[src/rtl/seq_det_scheduler.sv]
// rtl/seq_det_scheduler.sv - round-robin scheduler sharing one serial overlapping pattern detector
// Words are captured on grant, shifted MSB-first for W cycles, and reported with a per-word match count.
module seq_det_scheduler #(
    parameter int NCH = 4,
    parameter int W = 8,
    parameter int PW = 4,
    parameter logic [PW-1:0] DEFAULT_PATTERN = 4'b1010,
    parameter int CNT_W = 3,
    localparam int CH_W = $clog2(NCH)
) (
    input  logic               clk,
    input  logic               reset,
    input  logic [NCH-1:0]     req,
    input  logic [NCH*W-1:0]   data_in,
    output logic [NCH-1:0]     ack,
    input  logic               cfg_we,
    input  logic [PW-1:0]      cfg_pattern,
    output logic [PW-1:0]      active_pattern,
    output logic               busy,
    output logic               ser_bit,
    output logic               ser_valid,
    output logic               match_pulse,
    output logic               done,
    output logic [CH_W-1:0]    done_ch,
    output logic [CNT_W-1:0]   match_cnt
);

    localparam int BC_W = $clog2(W);

    typedef enum logic [1:0] {S_IDLE, S_SHIFT, S_DONE} state_t;

    state_t            r_state;
    state_t            w_next_state;
    logic [CH_W-1:0]   r_rr_ptr;
    logic [CH_W-1:0]   r_ch;
    logic [W-1:0]      r_shreg;
    logic [BC_W-1:0]   r_bit_cnt;
    logic [PW-2:0]     r_hist;
    logic [CNT_W-1:0]  r_cnt;
    logic [PW-1:0]     r_shadow;
    logic              r_pending;
    logic [PW-1:0]     r_active;
    logic [NCH-1:0]    r_ack;
    logic              r_match_pulse;
    logic              r_done;
    logic [CH_W-1:0]   r_done_ch;
    logic [CNT_W-1:0]  r_match_cnt;

    logic              w_found;
    logic [CH_W-1:0]   w_gnt;
    logic [W-1:0]      w_word;
    logic [PW-1:0]     w_window;
    logic              w_match;
    logic              w_last_bit;

    // Search rr_ptr+1 first; the k=NCH pass lands on rr_ptr itself, the lowest priority.
    always_comb begin
        logic [CH_W-1:0] idx;
        w_found = 1'b0;
        w_gnt   = '0;
        idx     = '0;
        for (int k = NCH; k >= 1; k--) begin
            idx = r_rr_ptr + CH_W'(k);
            if (req[idx]) begin
                w_found = 1'b1;
                w_gnt   = idx;
            end
        end
    end

    assign w_word     = data_in[w_gnt*W +: W];
    assign w_window   = {r_hist, r_shreg[W-1]};
    assign w_last_bit = (r_bit_cnt == BC_W'(W-1));
    assign w_match    = (r_state == S_SHIFT) && (r_bit_cnt >= BC_W'(PW-1))
                        && (w_window == r_active);

    always_ff @(posedge clk or posedge reset) begin
        if (reset) r_state <= S_IDLE;
        else       r_state <= w_next_state;
    end

    always_comb begin
        w_next_state = r_state;
        case (r_state)
            S_IDLE:  if (w_found) w_next_state = S_SHIFT;
            S_SHIFT: if (w_last_bit) w_next_state = S_DONE;
            S_DONE:  w_next_state = S_IDLE;
            default: w_next_state = S_IDLE;
        endcase
    end

    always_comb begin
        busy      = (r_state == S_SHIFT) || (r_state == S_DONE);
        ser_valid = (r_state == S_SHIFT);
        ser_bit   = (r_state == S_SHIFT) ? r_shreg[W-1] : 1'b0;
    end

    always_ff @(posedge clk or posedge reset) begin
        if (reset) begin
            r_rr_ptr      <= CH_W'(NCH-1);
            r_ch          <= '0;
            r_shreg       <= '0;
            r_bit_cnt     <= '0;
            r_hist        <= '0;
            r_cnt         <= '0;
            r_shadow      <= '0;
            r_pending     <= 1'b0;
            r_active      <= DEFAULT_PATTERN;
            r_ack         <= '0;
            r_match_pulse <= 1'b0;
            r_done        <= 1'b0;
            r_done_ch     <= '0;
            r_match_cnt   <= '0;
        end else begin
            r_ack         <= '0;
            r_done        <= 1'b0;
            r_match_pulse <= w_match;
            case (r_state)
                S_IDLE: begin
                    if (cfg_we) r_active <= cfg_pattern;
                    if (w_found) begin
                        r_shreg   <= w_word;
                        r_ch      <= w_gnt;
                        r_ack     <= NCH'(1) << w_gnt;
                        r_bit_cnt <= '0;
                        r_hist    <= '0;
                        r_cnt     <= '0;
                    end
                end
                S_SHIFT: begin
                    r_shreg   <= {r_shreg[W-2:0], 1'b0};
                    r_hist    <= w_window[PW-2:0];
                    r_bit_cnt <= r_bit_cnt + BC_W'(1);
                    if (w_match && (r_cnt != {CNT_W{1'b1}})) r_cnt <= r_cnt + CNT_W'(1);
                    if (cfg_we) begin
                        r_shadow  <= cfg_pattern;
                        r_pending <= 1'b1;
                    end
                end
                S_DONE: begin
                    r_done      <= 1'b1;
                    r_done_ch   <= r_ch;
                    r_match_cnt <= r_cnt;
                    r_rr_ptr    <= r_ch;
                    // A write landing in DONE is newer than anything held in the shadow.
                    if (cfg_we)         r_active <= cfg_pattern;
                    else if (r_pending) r_active <= r_shadow;
                    r_pending <= 1'b0;
                end
                default: ;
            endcase
        end
    end

    assign ack            = r_ack;
    assign active_pattern = r_active;
    assign match_pulse    = r_match_pulse;
    assign done           = r_done;
    assign done_ch        = r_done_ch;
    assign match_cnt      = r_match_cnt;

endmodule

[config.mk]
export PLATFORM = sky130hd
export DESIGN_NAME = seq_det_scheduler
export DESIGN_NICKNAME = d
export VERILOG_FILES = /design/src/rtl/seq_det_scheduler.sv
export SDC_FILE = /design/constraint.sdc
export NUM_CORES = 1
export LEC_CHECK = 0
export CORE_MARGIN = 4
export CORE_UTILIZATION = 44
export DETAILED_ROUTE_END_ITERATION = 8
export PLACE_DENSITY = 0.86
export SLEW_MARGIN = 20
export SYNTH_ARGS = -nofsm -noshare
export SYNTH_HDL_FRONTEND = slang
export SYNTH_SLANG_ARGS = --single-unit
export TNS_END_PERCENT = 1
[constraint.sdc]
create_clock -name clk -period 1.6 [get_ports clk]
set_input_delay 0.32 -clock clk [delete_from_list [all_inputs] [get_ports clk]]
set_output_delay 0.32 -clock clk [all_outputs]
set_load 0.05 [all_outputs]
==> results_dict.tcl, run 1 <==
set metrics [dict create \
    outcome "complete, but fails checks" \
    violations "negative setup slack" \
    dr.pass1.iters 4 \
    syn-num-nets 259 \
    grtUsageTotal 0.176 \
    min_period_ns 1.78 \
    post_drt_via_cell_ratio 5.15 \
    fp.dieH_um 80.3 \
    finish.net_count 353 \
    start_kind "register" \
    netlist.area_leader.share 0.425 \
    initial_utilization 0.453 \
    syn_area_mm2 0.00230 \
    setup_viol 14 \
    cp_data_arrival_time_ns 2.01 \
    min_path_type "in -> async" \
    vdd_ir_drop_max_uv 767 \
    synthCells 208 \
    post_cts_buffers 0 \
    postRouteAntennaNets 0 \
    grt_pass1_vias 2023 \
    fin_util 0.693 \
    clk_pin_slew_ns 0.08 \
    wirelength_mm 5.38 \
    gp_congestion 0.890 \
    rows 26 \
    place_hpwl_mm 4.05 \
    synth_async_sr_flop_share 1.00 \
    io_buffers 60 \
    clock_sinks 43 \
    placedCellCount 365 \
    synth_cell_types 39 \
    clock_path_buffers 2 \
    cts_tree "done" \
    fin_area_mm2 0.00352 \
    via_count 1921 \
    rr_endpoint "r_shreg[7]$_DFFE_PP0P_" \
    hold_slack_ns 0.380 \
    fin_worst_skew_ns 0.00562 \
    finalNonFillerCells 373 \
    die_area_mm2 0.00644 \
    end_kind "register" \
    drc_errors 0 \
    cts-root-buf "clkbuf_8" \
    cap_violations 0 \
    syn_to_final_growth_pct 53.2 \
    drv_slew 0 \
    reg2reg_from "r_rr_ptr[1]$_DFFE_PP1P_" \
    critPathKind "reg -> reg" \
    insertion_delay_ns 0.30 \
    worstMarginPinSlew_ns 0.342 \
    grt_max_degree 44 \
    fill_cells 399 \
    synth-edff-count 0 \
    die_w_um 80.3 \
    postPlaceCellArea_mm2 0.00331 \
    cts_made_buffers 5 \
    synth_area_leaders "dfrtp_1, mux2i_1, mux2_2" \
    yosys_warnings 0 \
    hold_violations 0 \
    total_power_mw 6.30 \
    core-area_mm2 0.00507 \
    timing.slew.headroom 0.772 \
    cellPowerDensity_mw_per_mm2 1790 \
    syn_avg_cell_area_um2 11.0 \
    ys_seq_area_frac 0.471 \
    synth_ff_type "dfrtp_1" \
    n_antenna_cell 0 \
    finalWorstSetupSlack_ns -0.180 \
    rsz0062_at_grt "true" \
    synth_seq_cells 43 \
    yosysTopAreaCell "dfrtp_1" \
    critPathMaxFanout 17 \
    ios 61 \
    drt_iter0_drc 75 \
    max_freq_mhz 562 \
    grt_remaining_overflow 0 \
    post-route-period-util 1.11 \
    wl_per_cell_um 14.4 \
    antenna_found_initial 0 \
    reg2reg_slack_ns -0.18 \
    drive_gt1_frac 0.370 \
    cp.required_ns 1.83 \
    place_ws_ns -0.550 \
    htreeDepth 2 \
    grt_pass1_wl_mm 8.68 \
    p_leak_nw 1.66 \
    ctsHoldBuffers 0 \
    fin_setup_tns_ns -1.93 \
    worstRegToRegCells 6 \
]
-- area by class of cell --
| class | instances | area (µm²) | share of cell area |
|---|---|---|---|
| multi-input cells | 144 | 1190 | 0.337 |
| flip-flops and latches | 43 | 1080 | 0.307 |
| repair buffers | 98 | 1010 | 0.286 |
| well taps | 70 | 87.6 | 0.0249 |
| clock buffers | 6 | 82.6 | 0.0235 |
| inverters | 10 | 37.5 | 0.0107 |
| clock inverters | 2 | 35.0 | 0.00996 |
-- cell usage in the layout (no fill, tap or decap), drive strengths merged, types with 2 or more instances in the layout --
| cell type | netlist | routed |
|---|---|---|
| a21oi | 13 | 13 |
| a31oi | 2 | 2 |
| a32o | 3 | 3 |
| and3 | 7 | 7 |
| buf | 6 | 56 |
| clkbuf | 5 | 6 |
| clkdlybuf4s50 | 0 | 39 |
| dfrtp | 39 | 39 |
| dfstp | 4 | 4 |
| dlygate4sd2 | 0 | 3 |
| ha | 8 | 8 |
| inv | 10 | 10 |
| mux2 | 16 | 16 |
| mux2i | 21 | 21 |
| nand2 | 18 | 18 |
| nand2b | 2 | 2 |
| nand3 | 4 | 4 |
| nor2 | 4 | 4 |
| nor2b | 3 | 3 |
| nor3 | 2 | 2 |
| nor3b | 2 | 2 |
| o21ai | 23 | 23 |
| o22ai | 2 | 2 |
| xnor2 | 3 | 3 |
-- metal layers --
metal	track usage	routed length, µm
met5	0	0
met4	0.0861	127
met3	0.0392	298
met2	0.325	2830
met1	0.185	2120
-- report_power, final --
group | switching [mW] | leakage (nW) | internal, mW | total (mW)
combinational | 1.83 | 1.06 | 1.82 | 3.66
clock | 0.368 | 0.0612 | 0.505 | 0.872
sequential | 0.254 | 0.538 | 1.52 | 1.77
-- sequential cells by signal, summed over array words and instances, names as in the netlist --
register / cells
done: 1
done_ch: 2
active_pattern: 4
r_pending: 1
ack: 4
r_shadow: 4
match_pulse: 1
r_hist: 3
r_shreg: 8
r_rr_ptr: 2
r_bit_cnt: 3
r_state: 2
r_cnt: 3
match_cnt: 3
r_ch: 2
-- Yosys cell counts (all sizes together), types with 3 or more instances --
master  number
dfrtp       39
o21ai       23
mux2i       21
nand2       18
mux2        16
a21oi       13
inv         10
ha           8
and3         7
buf          6
clkbuf       5
dfstp        4
nand3        4
nor2         4
a32o         3
nor2b        3
xnor2        3
-- worst max-delay path, stage by stage (launching register included) --
cell and delay, ns:
dfstp_2 0.58, mux2i_2 0.28, o221ai_4 0.16, buf_12 0.18
mux2i_1 0.12, mux2_2 0.28, o21ai_2 0.10
-- worst max-delay path by stage --
stage	from	endpoint	slack, ns	cells past startpoint
floorplan	active_pattern[1]$_DFFE_PP1P_	r_cnt[0]$_DFFE_PP0P_	-0.17	6
global placement	req[2]	r_shreg[3]$_DFFE_PP0P_	-0.48	8
detailed placement	req[2]	r_shreg[0]$_DFFE_PP0P_	-0.55	8
CTS	r_rr_ptr[1]$_DFFE_PP1P_	r_shreg[3]$_DFFE_PP0P_	-0.19	6
global route	r_rr_ptr[1]$_DFFE_PP1P_	r_shreg[0]$_DFFE_PP0P_	-0.25	7
finish	r_rr_ptr[1]$_DFFE_PP1P_	r_shreg[7]$_DFFE_PP0P_	-0.18	6
-- logic make-up after synthesis --
kind of cell | share of synthesized area
xor gates and xnor gates | 0.0153
and+or+nand+nor | 0.109
adders and majority gates | 0.0436
DFF | 0.471
muxes | 0.172
buffers and inverters | 0.0496
AOI/OAI and AO/OA | 0.141
-- repair_timing --
action                     in CTS  in global routing
setup endpoints to repair      23                 21
resized for setup              15                  9
pin swaps                       1                  4
No activity file was read; power rests on OpenSTA's default activity.
==> run 2, diff against run 1 <==
Settings changed: ABC_AREA from default to 1, CORE_UTILIZATION 44 to 45, PLACE_DENSITY 0.86 to 0.87.
==> run 2 against run 1 <==
Compared with the run above: the flow still finishes with violations (negative setup slack); area after synthesis grew 8.4%; sequential cell count is the same; wire length grew 46%; final cell count grew 36%; first-iteration DRC count grew to 3.5 times the previous value; combinational power grew 83%; die area grew 5.4%; critical path type unchanged.
==> results_dict.tcl, run 2 <==
set metrics [dict create \
    outcome "complete, but fails checks" \
    violations "negative setup slack" \
    synth_fa_ha_area_frac 0.0402 \
    final_common_cell "nand2_1" \
    synth_seq_cells 43 \
    postPlaceCellArea_mm2 0.00353 \
    place_hpwl_mm 4.74 \
    synth_common_cells "nand2_1, inv_1, dfrtp_1, nor2_1, nand3_1" \
    p_leak_nw 2.00 \
    grtUsageTotal 0.235 \
    top_register "r_shreg" \
    insertion_delay_ns 0.30 \
    io_buffers 60 \
    synth_mux_area_frac 0.00854 \
    finish.net_count 488 \
    cts_made_buffers 5 \
    finalWorstSetupSlack_ns -0.529 \
    max_freq_mhz 470 \
    die_w_um 82.4 \
    hold_violations 0 \
    wl_per_cell_um 15.5 \
    final_cell_mix "nand2_1, inv_1, clkdlybuf4s50_1" \
    met3RoutedLength_um 598 \
    grt_max_degree 44 \
    synth_xor_area_frac 0 \
    vdd_ir_drop_max_uv 1440 \
    syn-num-nets 389 \
    n_antenna_cell 0 \
    min_period_ns 2.13 \
    netlist.area_leader.share 0.392 \
    drv_slew 0 \
    initial_utilization 0.476 \
    start_kind "register" \
    yosysTopAreaCell "dfrtp_1" \
    dr.pass1.iters 5 \
    min_path_type "in -> async" \
    fin_area_mm2 0.00393 \
    fin_setup_tns_ns -9.94 \
    cellPowerDensity_mw_per_mm2 2370 \
    setup_viol 26 \
    dr.max_layer_used "met4" \
    placedCellCount 495 \
    grt_pass1_vias 2712 \
    postRouteAntennaNets 0 \
    antenna_found_initial 0 \
    drive_gt1_frac 0.304 \
    synth_area_leaders "dfrtp_1, nand2_1, inv_1" \
    fp.dieH_um 82.4 \
    cp_data_arrival_time_ns 2.33 \
    synth_cell_types 34 \
    worstMarginPinSlew_ns 0.335 \
    largest_register_ffs 8 \
    syn_area_mm2 0.00249 \
    die_area_mm2 0.00679 \
    wirelength_mm 7.87 \
    synth_top_family_by_area "simple AND/OR/NAND/NOR gates" \
    wl_met1_mm 2.97 \
    grt_remaining_overflow 0 \
    rsz0062_at_grt "true" \
    synth_ff_type "dfrtp_1" \
    syn_to_final_growth_pct 57.7 \
    clock_path_buffers 2 \
    wl_met2_mm 4.11 \
    ys_seq_area_frac 0.434 \
    htreeDepth 2 \
    place_ws_ns -0.533 \
    finalNonFillerCells 508 \
    post_drt_via_cell_ratio 5.21 \
    syn_avg_cell_area_um2 7.37 \
    yosysMostFrequentCell "nand2_1" \
    timing.slew.headroom 0.775 \
    synthSimpleGateAreaFrac 0.312 \
    end_kind "register" \
    drt_iter0_drc 262 \
    rows 26 \
    via_count 2646 \
    post-route-period-util 1.33 \
    gp_congestion 0.805 \
    yosys_warnings 0 \
    ios 61 \
    core-area_mm2 0.00524 \
    clk_pin_slew_ns 0.09 \
    clock_sinks 43 \
    fill_cells 355 \
    synthCells 338 \
    fin_worst_skew_ns 0.00962 \
    drc_errors 0 \
    cp.required_ns 1.80 \
    critPathMaxFanout 8 \
    synth_compound_area_frac 0.0974 \
    grt_pass1_wl_mm 12.2 \
    cts-root-buf "clkbuf_8" \
    synth_async_sr_flop_share 1.00 \
    synth-edff-count 0 \
    critPathKind "reg -> reg" \
    cap_violations 0 \
    cts_tree "done" \
]
## run 2: repair_timing
item,CTS,global route
resized for setup,42,36
hold buffers,0,0
setup buffers,3,0
endpoints found under the setup margin,28,31
gates cloned,2,0
pin swaps,18,12
## run 2: report_power, final
| part | switching [mW] | internal, mW | total [mW] | leakage (nW) |
|---|---|---|---|---|
| Sequential | 0.355 | 1.57 | 1.93 | 0.540 |
| Clock | 0.376 | 0.307 | 0.683 | 0.0422 |
| Combinational | 3.85 | 2.83 | 6.68 | 1.42 |
## run 2: kinds of logic after synthesis
| group | count (synthesis) |
|---|---|
| buf+inv | 62 |
| compound gates | 43 |
| simple gates | 180 |
| fa+ha+maj | 8 |
| mux | 2 |
| flops | 43 |
## run 2: area by class of cell
cell class / instances / area [µm²] / share of cell area
multi-input combinational: 235 / 1410 / 0.359
sequential: 43 / 1080 / 0.275
timing repair buffer: 98 / 1050 / 0.267
inverter: 54 / 218 / 0.0554
tap: 70 / 87.6 / 0.0223
clock buffer: 7 / 76.3 / 0.0194
clock inverter: 1 / 5.00 / 0.00127
## run 2: per-stage QoR
stage / utilization / power [mW] / hold WS (ns)
4_1_cts: 0.727 / 8.65 / 0.393
3_3_place_gp: 0.673 / 7.05 / 0.464
6_report: 0.750 / 9.29 / 0.371
3_5_place_dp: 0.673 / 7.24 / 0.474
2_1_floorplan: - / 5.18 / 0.430
5_1_grt: 0.750 / 9.98 / 0.394
## run 2: worst max-delay path, cell delays in order (launching register included)
cell and delay, ns:
dfstp_2 0.69, nand2_1 0.11, o21ai_2 0.11, nand2_2 0.13, nand2_4 0.11, nand2_4 0.07
nand3_4 0.16, buf_6 0.16, nand3b_1 0.11, nand3_1 0.14, nand3_1 0.11, nand2_1 0.07
nand2_1 0.04
## run 2: per-layer routing
layer  vias to the layer above  GRT usage
li1                       1258          -
met1                      1234      0.260
met2                       135      0.425
met3                        19     0.0542
met4                         0      0.108
met5                         -          0
## run 2: worst paths after layout
path                                         start  cells after the start  slack, ns                       endpoint
setup / recovery           r_rr_ptr[0]$_DFFE_PP1P_                     12      -0.53         r_shreg[2]$_DFFE_PP0P_
hold / removal                               reset                      3       0.37         done_ch[1]$_DFFE_PP0P_
setup reg to reg           r_rr_ptr[0]$_DFFE_PP1P_                     12      -0.53         r_shreg[2]$_DFFE_PP0P_
hold reg to reg            r_shadow[1]$_DFFE_PP0P_                      2       0.49        r_shadow[1]$_DFFE_PP0P_
max in group asynchronous                    reset                      3       0.95  active_pattern[3]$_DFFE_PP1P_
min in group clk           r_shadow[1]$_DFFE_PP0P_                      2       0.49        r_shadow[1]$_DFFE_PP0P_
==> run 3, diff against run 2 <==
Settings changed: CORE_MARGIN 4 to 5, CTS_CLUSTER_DIAMETER from default to 50.
==> run 3 against run 2 <==
Compared with the run above: the run still ends with negative setup slack left; worst setup slack got worse by 0.037 ns; critical endpoint is now r_shreg[4]$_DFFE_PP0P_; power rose by 1.7%; highest routed layer unchanged; register-to-register slack got worse by 0.04 ns; non-clock buffer count rose by 3; first-iteration DRC count fell by 26%; sequential cell count did not move.
==> results_dict.tcl, run 3 (synthesis gave the netlist of run 2 again) <==
set metrics [dict create \
    outcome "complete, but fails checks" \
    violations "negative setup slack" \
    clkPwrFrac 0.093 \
    hold_violations 0 \
    largest_register_ffs 8 \
    finalWorstSetupSlack_ns -0.566 \
    post_drt_via_cell_ratio 5.11 \
    fin_worst_skew_ns 0.00405 \
    vdd_ir_drop_max_uv 1560 \
    htreeDepth 2 \
    io_buffers 60 \
    grt_pass1_wl_mm 12.0 \
    cp_data_arrival_time_ns 2.41 \
    clock_path_buffers 2 \
    final_common_cell "nand2_1" \
    met3_usage 0.0500 \
    power.net_switching_mw 4.51 \
    drv_slew 0 \
    worstRegToRegCells 15 \
    antenna_found_initial 0 \
    crit_path_max_incr_delay_ns 0.71 \
    crit_chain "inv_8 > nand2_2 > nand3_2 > nand2_2 > inv_2 > nand2_4 > nand2_2 > nand2_4 > buf_6 > nand2_8 > a21oi_1 > nand2_1 > nand2_1 > nand2_1 > nand2_1" \
    fin_area_mm2 0.00395 \
    reg2reg_from "r_rr_ptr[0]$_DFFE_PP1P_" \
    max_freq_mhz 462 \
    cap_violations 0 \
    top_usage_layer "met2" \
    final_cell_mix "nand2_1, clkdlybuf4s50_1, inv_1, buf_4, dfrtp_1" \
    postRouteAntennaNets 0 \
    syn_to_final_growth_pct 58.7 \
    fill_cells 363 \
    cts_tree "done" \
    min_path_type "in -> async" \
    finalNonFillerCells 513 \
    crit_family "simple AND/OR/NAND/NOR gates" \
    setup_viol 26 \
    grt_use_met1 0.244 \
    timing.slew.headroom 0.810 \
    fp.dieH_um 84.4 \
    cp_num_cells 15 \
    wirelength_mm 7.83 \
    post-route-period-util 1.35 \
    n_antenna_cell 0 \
    critPathMaxFanout 10 \
    ctsHoldBuffers 0 \
    die_w_um 84.4 \
    min_period_ns 2.17 \
    grtUsageTotal 0.207 \
    end_kind "register" \
    critPathKind "reg -> reg" \
    crit_buf_inv 3 \
    sw_frac_of_total 0.477 \
    initial_utilization 0.458 \
    dr.pass1.iters 4 \
    comb_power_share 0.704 \
    p_leak_nw 2.03 \
    cellPowerDensity_mw_per_mm2 2390 \
    worstMarginPinSlew_ns 0.284 \
    place_hpwl_mm 4.64 \
    start_kind "register" \
    wl_per_cell_um 15.3 \
    rows 27 \
    ios 61 \
    finish.net_count 491 \
    drive_gt1_frac 0.313 \
    rr_endpoint "r_shreg[4]$_DFFE_PP0P_" \
    via_count 2619 \
    core-area_mm2 0.00544 \
    placedCellCount 496 \
    die_area_mm2 0.00712 \
    cp.required_ns 1.85 \
    clk_pin_slew_ns 0.08 \
    clock_sinks 43 \
    drt_iter0_drc 194 \
    rsz0062_at_grt "true" \
    regArea_mm2 0.00108 \
    grt_remaining_overflow 0 \
    grtUsageMet2 0.368 \
    top_register "r_shreg" \
    reg2reg_slack_ns -0.57 \
    multi_input_area_mm2 0.00139 \
    cp_common_cell "nand2_1" \
    cpMaxStageDelayCell "dfstp_2" \
    gp_congestion 0.820 \
    seqPwrFrac 0.203 \
    total_power_mw 9.45 \
    cts-root-buf "clkbuf_8" \
    drc_errors 0 \
    grt_max_degree 44 \
    grt_pass1_vias 2605 \
    cts_made_buffers 5 \
    internal-power_mw 4.94 \
    postPlaceCellArea_mm2 0.00348 \
    insertion_delay_ns 0.30 \
]
-- run 3: area by class of cell --
class                   count  area share
flip-flops and latches     43       0.273
clock buffers               6      0.0209
clock inverters             2     0.00886
repair buffers            101       0.267
inverters                  54      0.0544
well taps                  72      0.0228
multi-input cells         235       0.352
-- run 3: power by group through the flow --
stage / Sequential (mW) / Clock, mW / Combinational (mW)
2_1_floorplan: 2.26 / 0 / 2.92
3_3_place_gp: 1.88 / 0 / 5.03
3_5_place_dp: 1.90 / 0 / 5.19
4_1_cts: 1.89 / 0.895 / 6.05
5_1_grt: 1.96 / 0.930 / 7.19
6_report: 1.92 / 0.884 / 6.65
-- run 3: worst max-delay path by stage --
stage | startpoint | endpoint | slack [ns]
detailed placement | req[1] | r_shreg[6]$_DFFE_PP0P_ | -0.57
finish | r_rr_ptr[0]$_DFFE_PP1P_ | r_shreg[4]$_DFFE_PP0P_ | -0.57
global placement | req[3] | r_shreg[6]$_DFFE_PP0P_ | -0.50
floorplan | r_rr_ptr[0]$_DFFE_PP1P_ | r_shreg[4]$_DFFE_PP0P_ | -0.22
global route | r_rr_ptr[0]$_DFFE_PP1P_ | r_shreg[4]$_DFFE_PP0P_ | -0.72
CTS | r_rr_ptr[0]$_DFFE_PP1P_ | r_shreg[7]$_DFFE_PP0P_ | -0.37
-- run 3: worst min-delay path, cell delays in order --
cell	delay [ns]
clkdlybuf4s50_1	0.40
inv_1	0.09
buf_12	0.24
-- run 3: layer usage --
| metal | up-vias | share of wire |
|---|---|---|
| li1 | 1264 | - |
| met1 | 1230 | 0.39 |
| met2 | 108 | 0.52 |
| met3 | 17 | 0.065 |
| met4 | 0 | 0.021 |
| met5 | - | 0 |
-- run 3: timing repair --
item                       4_1_cts  5_1_grt
pin swaps                        7       13
gates cloned                     2        0
gates resized for setup         34       38
setup endpoints to repair       28       31
buffers inserted                 6        1
-- run 3: through the flow --
stage	util	TNS (ns)	hold WS, ns	setup WS [ns]
detailed placement	0.640	-10.52	0.473	-0.568
global placement	0.640	-9.23	0.463	-0.498
CTS	0.701	-6.89	0.383	-0.374
global route	0.727	-13.54	0.407	-0.717
finish	0.727	-10.27	0.381	-0.566
floorplan	-	-2.98	0.430	-0.217
